<file path="src/rtl/obi_frame_mem_if.sv">
// obi_frame_mem_if
// ----------------
// OBI request/response bundle between a manager and the frame memory.
//
// Signals:
//   req     manager -> memory  request valid
//   addr    manager -> memory  byte address
//   we      manager -> memory  1 = write, 0 = read
//   be      manager -> memory  byte enables for writes
//   wdata   manager -> memory  write data
//   aid     manager -> memory  transaction id, echoed back on rid
//   gnt     memory -> manager  request accepted this cycle
//   rvalid  memory -> manager  response valid (one cycle after gnt)
//   rdata   memory -> manager  read data (0 for writes)
//   rid     memory -> manager  echoed aid
//   err     memory -> manager  error response
interface obi_frame_mem_if;
  logic        req;
  logic [31:0] addr;
  logic        we;
  logic [3:0]  be;
  logic [31:0] wdata;
  logic [3:0]  aid;
  logic        gnt;
  logic        rvalid;
  logic [31:0] rdata;
  logic [3:0]  rid;
  logic        err;

  modport master (
    output req, addr, we, be, wdata, aid,
    input  gnt, rvalid, rdata, rid, err
  );

  modport slave (
    input  req, addr, we, be, wdata, aid,
    output gnt, rvalid, rdata, rid, err
  );
endinterface

</file>
<file path="src/rtl/obi_frame_mem.sv">
// obi_frame_mem
// -------------
// OBI subordinate frame memory: a flop-based array of NumWords 32-bit words
// with byte-enable writes, a programmable number of wait states before each
// grant, and saturating read/write access counters for bandwidth debug.
//
// Parameters:
//   NumWords    number of 32-bit words (power of two, >= 4)
//   WaitCycles  cycles a request stays ungranted before gnt (0..15)
//   CntWidth    width of the access counters
//
// Ports:
//   clk_i     clock
//   rst_ni    asynchronous active-low reset
//   obi       OBI subordinate port (obi_frame_mem_if.slave)
//   rd_cnt_o  granted reads, saturating at all-ones
//   wr_cnt_o  granted writes, saturating at all-ones
//   busy_o    request pending or response in flight
//
// Optional feature (macro OBI_FRAME_MEM_ERR_EN):
//   Defined   - accesses with address bits above the word index set are
//               granted but answered with err=1 (reads return 32'hBADCAB1E)
//               and do not touch memory or counters.
//   Undefined - upper address bits are ignored (aliasing) and err is 0.
module obi_frame_mem #(
  parameter int NumWords   = 64,
  parameter int WaitCycles = 1,
  parameter int CntWidth   = 16
) (
  input  logic                clk_i,
  input  logic                rst_ni,
  obi_frame_mem_if.slave      obi,
  output logic [CntWidth-1:0] rd_cnt_o,
  output logic [CntWidth-1:0] wr_cnt_o,
  output logic                busy_o
);

  localparam int          IdxWidth = $clog2(NumWords);
  localparam logic [3:0]  WaitLast = 4'(WaitCycles);
  localparam logic [31:0] ErrData  = 32'hBADCAB1E;

  typedef enum logic [1:0] {
    IDLE  = 2'd0,
    STALL = 2'd1,
    GRANT = 2'd2
  } state_e;

  state_e                state;
  logic [3:0]            wait_cnt;
  logic [31:0]           mem [NumWords];
  logic [IdxWidth-1:0]   idx;
  logic                  gnt;
  logic                  out_of_range;
  logic                  do_read;
  logic                  do_write;
  logic                  rvalid_q;
  logic [31:0]           rdata_q;
  logic [3:0]            rid_q;

  assign idx = obi.addr[2 +: IdxWidth];

`ifdef OBI_FRAME_MEM_ERR_EN
  logic err_q;
  logic unused_addr_bits;

  assign out_of_range     = |obi.addr[31:2+IdxWidth];
  assign unused_addr_bits = ^obi.addr[1:0];
  assign obi.err          = err_q;
`else
  logic unused_addr_bits;

  assign out_of_range     = 1'b0;
  assign unused_addr_bits = ^{obi.addr[31:2+IdxWidth], obi.addr[1:0]};
  assign obi.err          = 1'b0;
`endif

  // With zero wait states the grant is a pure function of req so the
  // manager can stream one transfer per cycle; otherwise only GRANT answers.
  assign gnt      = obi.req & ((WaitCycles == 0) | (state == GRANT));
  assign do_read  = gnt & ~obi.we & ~out_of_range;
  assign do_write = gnt &  obi.we & ~out_of_range;

  assign obi.gnt    = gnt;
  assign obi.rvalid = rvalid_q;
  assign obi.rdata  = rdata_q;
  assign obi.rid    = rid_q;
  assign busy_o     = obi.req | rvalid_q;

  // wait_cnt holds the number of stall cycles already served, so the cycle
  // that takes it to WaitCycles is the last ungranted one and the next
  // cycle grants. Any drop of req abandons the request without side effects.
  always_ff @(posedge clk_i or negedge rst_ni) begin
    if (!rst_ni) begin
      state    <= IDLE;
      wait_cnt <= 4'd0;
    end else begin
      case (state)
        IDLE: begin
          if (obi.req && (WaitCycles != 0)) begin
            wait_cnt <= 4'd1;
            state    <= (WaitLast == 4'd1) ? GRANT : STALL;
          end
        end
        STALL: begin
          if (!obi.req) begin
            wait_cnt <= 4'd0;
            state    <= IDLE;
          end else begin
            wait_cnt <= wait_cnt + 4'd1;
            if (wait_cnt + 4'd1 == WaitLast) begin
              state <= GRANT;
            end
          end
        end
        GRANT: begin
          wait_cnt <= 4'd0;
          state    <= IDLE;
        end
        default: begin
          wait_cnt <= 4'd0;
          state    <= IDLE;
        end
      endcase
    end
  end

  // Storage is not reset so its contents survive a mid-transaction reset.
  always_ff @(posedge clk_i) begin
    if (do_write) begin
      for (int b = 0; b < 4; b++) begin
        if (obi.be[b]) begin
          mem[idx][8*b +: 8] <= obi.wdata[8*b +: 8];
        end
      end
    end
  end

  // Response registers: rvalid follows gnt by exactly one cycle; rdata and
  // rid only change on a grant and otherwise hold their last value.
  always_ff @(posedge clk_i or negedge rst_ni) begin
    if (!rst_ni) begin
      rvalid_q <= 1'b0;
      rdata_q  <= 32'd0;
      rid_q    <= 4'd0;
    end else begin
      rvalid_q <= gnt;
      if (gnt) begin
        rid_q <= obi.aid;
        if (obi.we) begin
          rdata_q <= 32'd0;
        end else if (out_of_range) begin
          rdata_q <= ErrData;
        end else begin
          rdata_q <= mem[idx];
        end
      end
    end
  end

`ifdef OBI_FRAME_MEM_ERR_EN
  always_ff @(posedge clk_i or negedge rst_ni) begin
    if (!rst_ni) begin
      err_q <= 1'b0;
    end else if (gnt) begin
      err_q <= out_of_range;
    end
  end
`endif

  // Counters stop at all-ones so a long debug run never reports a wrapped,
  // misleadingly small bandwidth figure.
  always_ff @(posedge clk_i or negedge rst_ni) begin
    if (!rst_ni) begin
      rd_cnt_o <= '0;
      wr_cnt_o <= '0;
    end else begin
      if (do_read && (rd_cnt_o != '1)) begin
        rd_cnt_o <= rd_cnt_o + 1'b1;
      end
      if (do_write && (wr_cnt_o != '1)) begin
        wr_cnt_o <= wr_cnt_o + 1'b1;
      end
    end
  end

endmodule

</file>
<file path="src/flat_wrapper.sv">
// flat-port wrapper written by rule: the top's interface ports become plain ports
module obi_frame_mem_flat 
#(
  parameter int NumWords   = 64,
  parameter int WaitCycles = 1,
  parameter int CntWidth   = 16
)
  (clk_i, rst_ni, rd_cnt_o, wr_cnt_o, busy_o, obi_req, obi_addr, obi_we, obi_be, obi_wdata, obi_aid, obi_gnt, obi_rvalid, obi_rdata, obi_rid, obi_err);
  obi_frame_mem_if obi_i ();
  input  logic clk_i;
  input  logic rst_ni;
  output logic [CntWidth-1:0] rd_cnt_o;
  output logic [CntWidth-1:0] wr_cnt_o;
  output logic busy_o;
  input wire logic [$bits(obi_i.req)-1:0] obi_req;
  input wire logic [$bits(obi_i.addr)-1:0] obi_addr;
  input wire logic [$bits(obi_i.we)-1:0] obi_we;
  input wire logic [$bits(obi_i.be)-1:0] obi_be;
  input wire logic [$bits(obi_i.wdata)-1:0] obi_wdata;
  input wire logic [$bits(obi_i.aid)-1:0] obi_aid;
  output wire logic [$bits(obi_i.gnt)-1:0] obi_gnt;
  output wire logic [$bits(obi_i.rvalid)-1:0] obi_rvalid;
  output wire logic [$bits(obi_i.rdata)-1:0] obi_rdata;
  output wire logic [$bits(obi_i.rid)-1:0] obi_rid;
  output wire logic [$bits(obi_i.err)-1:0] obi_err;
  assign obi_i.req = obi_req;
  assign obi_i.addr = obi_addr;
  assign obi_i.we = obi_we;
  assign obi_i.be = obi_be;
  assign obi_i.wdata = obi_wdata;
  assign obi_i.aid = obi_aid;
  assign obi_gnt = obi_i.gnt;
  assign obi_rvalid = obi_i.rvalid;
  assign obi_rdata = obi_i.rdata;
  assign obi_rid = obi_i.rid;
  assign obi_err = obi_i.err;
  obi_frame_mem #(.NumWords(NumWords), .WaitCycles(WaitCycles), .CntWidth(CntWidth)) u_core (.clk_i(clk_i), .rst_ni(rst_ni), .obi(obi_i), .rd_cnt_o(rd_cnt_o), .wr_cnt_o(wr_cnt_o), .busy_o(busy_o));
endmodule
</file>
<file path="config.mk">
export PLATFORM = sky130hd
export DESIGN_NAME = obi_frame_mem_flat
export DESIGN_NICKNAME = d
export VERILOG_FILES = /design/src/rtl/obi_frame_mem_if.sv /design/src/rtl/obi_frame_mem.sv /design/src/flat_wrapper.sv
export SDC_FILE = /design/constraint.sdc
export NUM_CORES = 2
export LEC_CHECK = 0
export CORE_ASPECT_RATIO = 0.8
export CORE_MARGIN = 2
export CORE_UTILIZATION = 28
export DETAILED_ROUTE_END_ITERATION = 7
export GPL_ROUTABILITY_DRIVEN = 0
export PLACE_DENSITY = 0.5
export SLEW_MARGIN = 15
export SYNTH_ARGS = -nofsm -noshare
export SYNTH_HDL_FRONTEND = slang
export SYNTH_SLANG_ARGS = --single-unit
</file>
<file path="constraint.sdc">
create_clock -name clk_i -period 5.2 [get_ports clk_i]
set_input_delay 0.78 -clock clk_i [delete_from_list [all_inputs] [get_ports clk_i]]
set_output_delay 0.78 -clock clk_i [all_outputs]
set_load 0.05 [all_outputs]
</file>
==> metrics <==
Crit path max-delay family=simple AND/OR/NAND/NOR gates; drt drc=0; #FFs+latches synth=between 2000 and 2500; gr busiest metal=met2; Area Growth Syn to Fin=16.4%; CP max stage delay=between 0.8 and 0.9 ns; GR Util All Layers=0.150; Lkg Pwr=roughly 31 nW; CTS buffer count=approximately 210; layout cell share with drive strength beyond 1=0.117; num rows=177; synth unique cells=a little under 60; RSZ-0062 raised after global routing=no; met3 usage=0.0238; VDD IR max=~260 uV; clk root buf=clkbuf_16; EDFF count, synth=about 2000; H-tree Lvls=4; crit-path cells=buf_2 > or2_4 > nor2_1 > nand2_1 > nor2_1; CTS Buffer Depth=4; clock-pin slew on the worst setup and hold paths=roughly 0.060 ns; critical path fanouts, max=34; total grt overflow=0; drt initial violations=4824; top post-synthesis cells by area=edfxtp_1 76%, mux2i_1 6.1%, a221o_1 5.6%; sequential power share=0.518; final setup TNS=0 ns; crit path kind=in2reg; Port Buffers=120; CP most frequent cell=nor2_1; yosys warns=0; die span in x=roughly 610 microns; fmax=279 MHz; Starting Density=0.281; CP endpoint kind=flip-flop; Slew Limit Fails=0; Int Pwr=around 28 mW; period utilization=0.688; register area share after synthesis=0.777; origin of the critical flop-to-flop path=u_core.state[1]; Slew HR=0.250; crit path from=obi_addr[2]; DR WL/cell=between 20 and 30 microns; Mean Syn Cell Area=between 15 and 20 sq um; Sw Share=0.224; Startpoint Class=primary input; Mapped Area=slightly above 80000 sq um; met1 usage=0.226; Combinational Power Share=0.067; antenna violations before repair=11; Vias/cell=between 5 and 6; Synth area leader=edfxtp_1; run status=complete, no violations; Worst Clk Skew=approximately 0.05 ns; Power per Cell Area=between 300 and 400 nW/um^2; Arr. time, crit path=4.02 ns; M2 GR Usage=0.228; Worst Hold Class=in2reg; first-pass GRT wire length=about 320 mm; Final Net Count=roughly 5000; Tmin final=about 3.6 ns; Hold Startpoint=obi_wdata[14]; Die Y=between 400 and 500 microns; CORE AREA=a little under 300000 sq um; via count of the routed design=about 45000; die area=295000 sq um; Syn Inst Count=between 4000 and 5000; CTS Sinks=approximately 2100; Worst Path Required=5.64 ns; Clk network pwr share=0.415; Critical path buffers and inverters=1; Post-CTS Setup Repair Bufs=0; MaxCap Viol Count=0; Post-CTS Hold Buffers=1; worst skew pair latency=about 0.86 ns; WHS=~0.26 ns; Pre-antenna DRT Iters=6; wirelength, routed=between 200 and 250 mm; pin count of the biggest net entering global routing=between 100 and 150; Final Hold Fails=0; hpwl dp=~140 mm; ys flop type=edfxtp_1; Final Setup Violations=0; cts repair resizes=0; CTS tree=done; top cell type's share of synthesized area=0.756; Net Count, Synth=between 4000 and 5000; CP max-delay cell=nor2_1; post-route ant nets=0; vias in the first global route=43933; async set-or-reset flop fraction in the synthesized netlist=0.0331; Worst Tran Pin Value=1.12 ns; Psw=approximately 8.2 mW; # IOs=about 150
==> layer usage <==
metal  vias up  wire length (microns)
met5         -                      0
met1     23592                 108000
li1      19830                      -
met4         0                   4450
met3       308                  13800
met2      1410                 102000
==> final cells by class <==
type | instances | area [sq um]
diodes | 2 | 5.00
clock buffers | 260 | 5430
clock inverters | 107 | 1220
fillers | 27720 | 195000
inverters | 5 | 26.3
multi-input cells | 2223 | 16700
flip-flops and latches | 2118 | 63300
well taps | 3848 | 4810
repair buffers | 377 | 3220
==> synthesized netlist by cell type (7+ instances only) <==
library cell  number
nor2b_1           14
dfrtp_1           70
edfxtp_1        2048
a221o_1          457
xor2_1             9
nor4_1            30
mux4_2            12
o22ai_1          349
buf_2             86
o21ai_1           32
nand4_1           10
a21oi_1          232
o21ai_0           11
nand3_1           24
a31oi_1           12
nor2_1           282
xnor2_1           21
a221oi_1          26
a32oi_1            8
mux2i_1          499
buf_1             36
clkbuf_1         224
and2_1             7
nand2_1          109
o22a_1            12
==> state kept, by name, indices dropped and copies added (netlist names) <==
register	count
u_core.mem	2048
u_core.obi.rdata	32
u_core.obi.rid	4
u_core.obi.rvalid	1
u_core.rd_cnt_o	16
u_core.state	1
u_core.wr_cnt_o	16
==> power by group through the flow <==
| stage | Clock (mW) | Combinational (mW) | Sequential [mW] |
|---|---|---|---|
| CTS | 15.4 | 2.46 | 18.9 |
| floorplan | 0 | 1.02 | 19.5 |
| global route | 16.1 | 2.57 | 18.9 |
| finish | 15.1 | 2.43 | 18.9 |
| detailed placement | 0 | 2.45 | 19.2 |
| global placement | 0 | 2.43 | 19.2 |
==> cell usage in the layout, fill, tap and decap left out, types with 20 or more instances in the layout <==
master	netlist	final
a21oi_1	232	232
a221o_1	457	457
a221oi_1	26	26
buf_12	0	20
buf_2	86	32
buf_4	5	239
bufinv_16	0	28
clkbuf_1	224	50
clkbuf_16	0	209
clkdlybuf4s50_1	0	84
clkinv_1	1	47
clkinv_2	0	24
dfrtp_1	70	70
edfxtp_1	2048	2048
mux2i_1	499	499
nand2_1	109	107
nand3_1	24	23
nor2_1	282	281
nor4_1	30	30
o21ai_1	32	32
o22ai_1	349	349
xnor2_1	21	21
==> worst reg2reg max path: cells and delay by family, from the launching register on <==
kind	cells	cell delay (ns)
and+or+nand+nor	4	2.39
DFF	1	0.39
==> stage by stage <==
step	std cells	setup WS, ns	area (sq um)	utilization	power (mW)
after detailed placement	8570	0.753	88000	0.304	21.7
after global placement	8570	0.847	88000	0.304	21.7
after floorplan	4698	2.34	81400	-	20.5
after CTS	8938	1.63	94700	0.327	36.7
after global routing	8938	1.59	94700	0.327	37.5
final	8940	1.62	94700	0.327	36.4
==> path summary, 6_finish.rpt <==
path / to / slack [ns] / cells after the start
worst max-delay path: u_core.mem[24][5] / 1.62 / 5
worst min-delay path: u_core.mem[27][14] / 0.26 / 1
worst max register to register: u_core.mem[24][5] / 2.02 / 4
worst min register to register: u_core.obi.rid[1] / 0.48 / 2
max in group asynchronous: u_core.obi.rdata[9] / 3.75 / 3
min in group asynchronous: u_core.obi.rdata[19] / 0.37 / 2
==> cell families (layout without fill, tap and decap cells) <==
kind of cell / after synthesis / in the layout / synth area share
fa+ha+maj: 2 / 2 / 0.000307
simple gates: 514 / 514 / 0.0276
flops: 2118 / 2118 / 0.777
other cells: 1 / 3 / 0.0000461
compound gates: 1162 / 1162 / 0.108
xor+xnor: 30 / 30 / 0.00323
mux: 514 / 514 / 0.0651
buf+inv: 357 / 749 / 0.0181
Note: power is estimated with default switching activity, not from simulation.
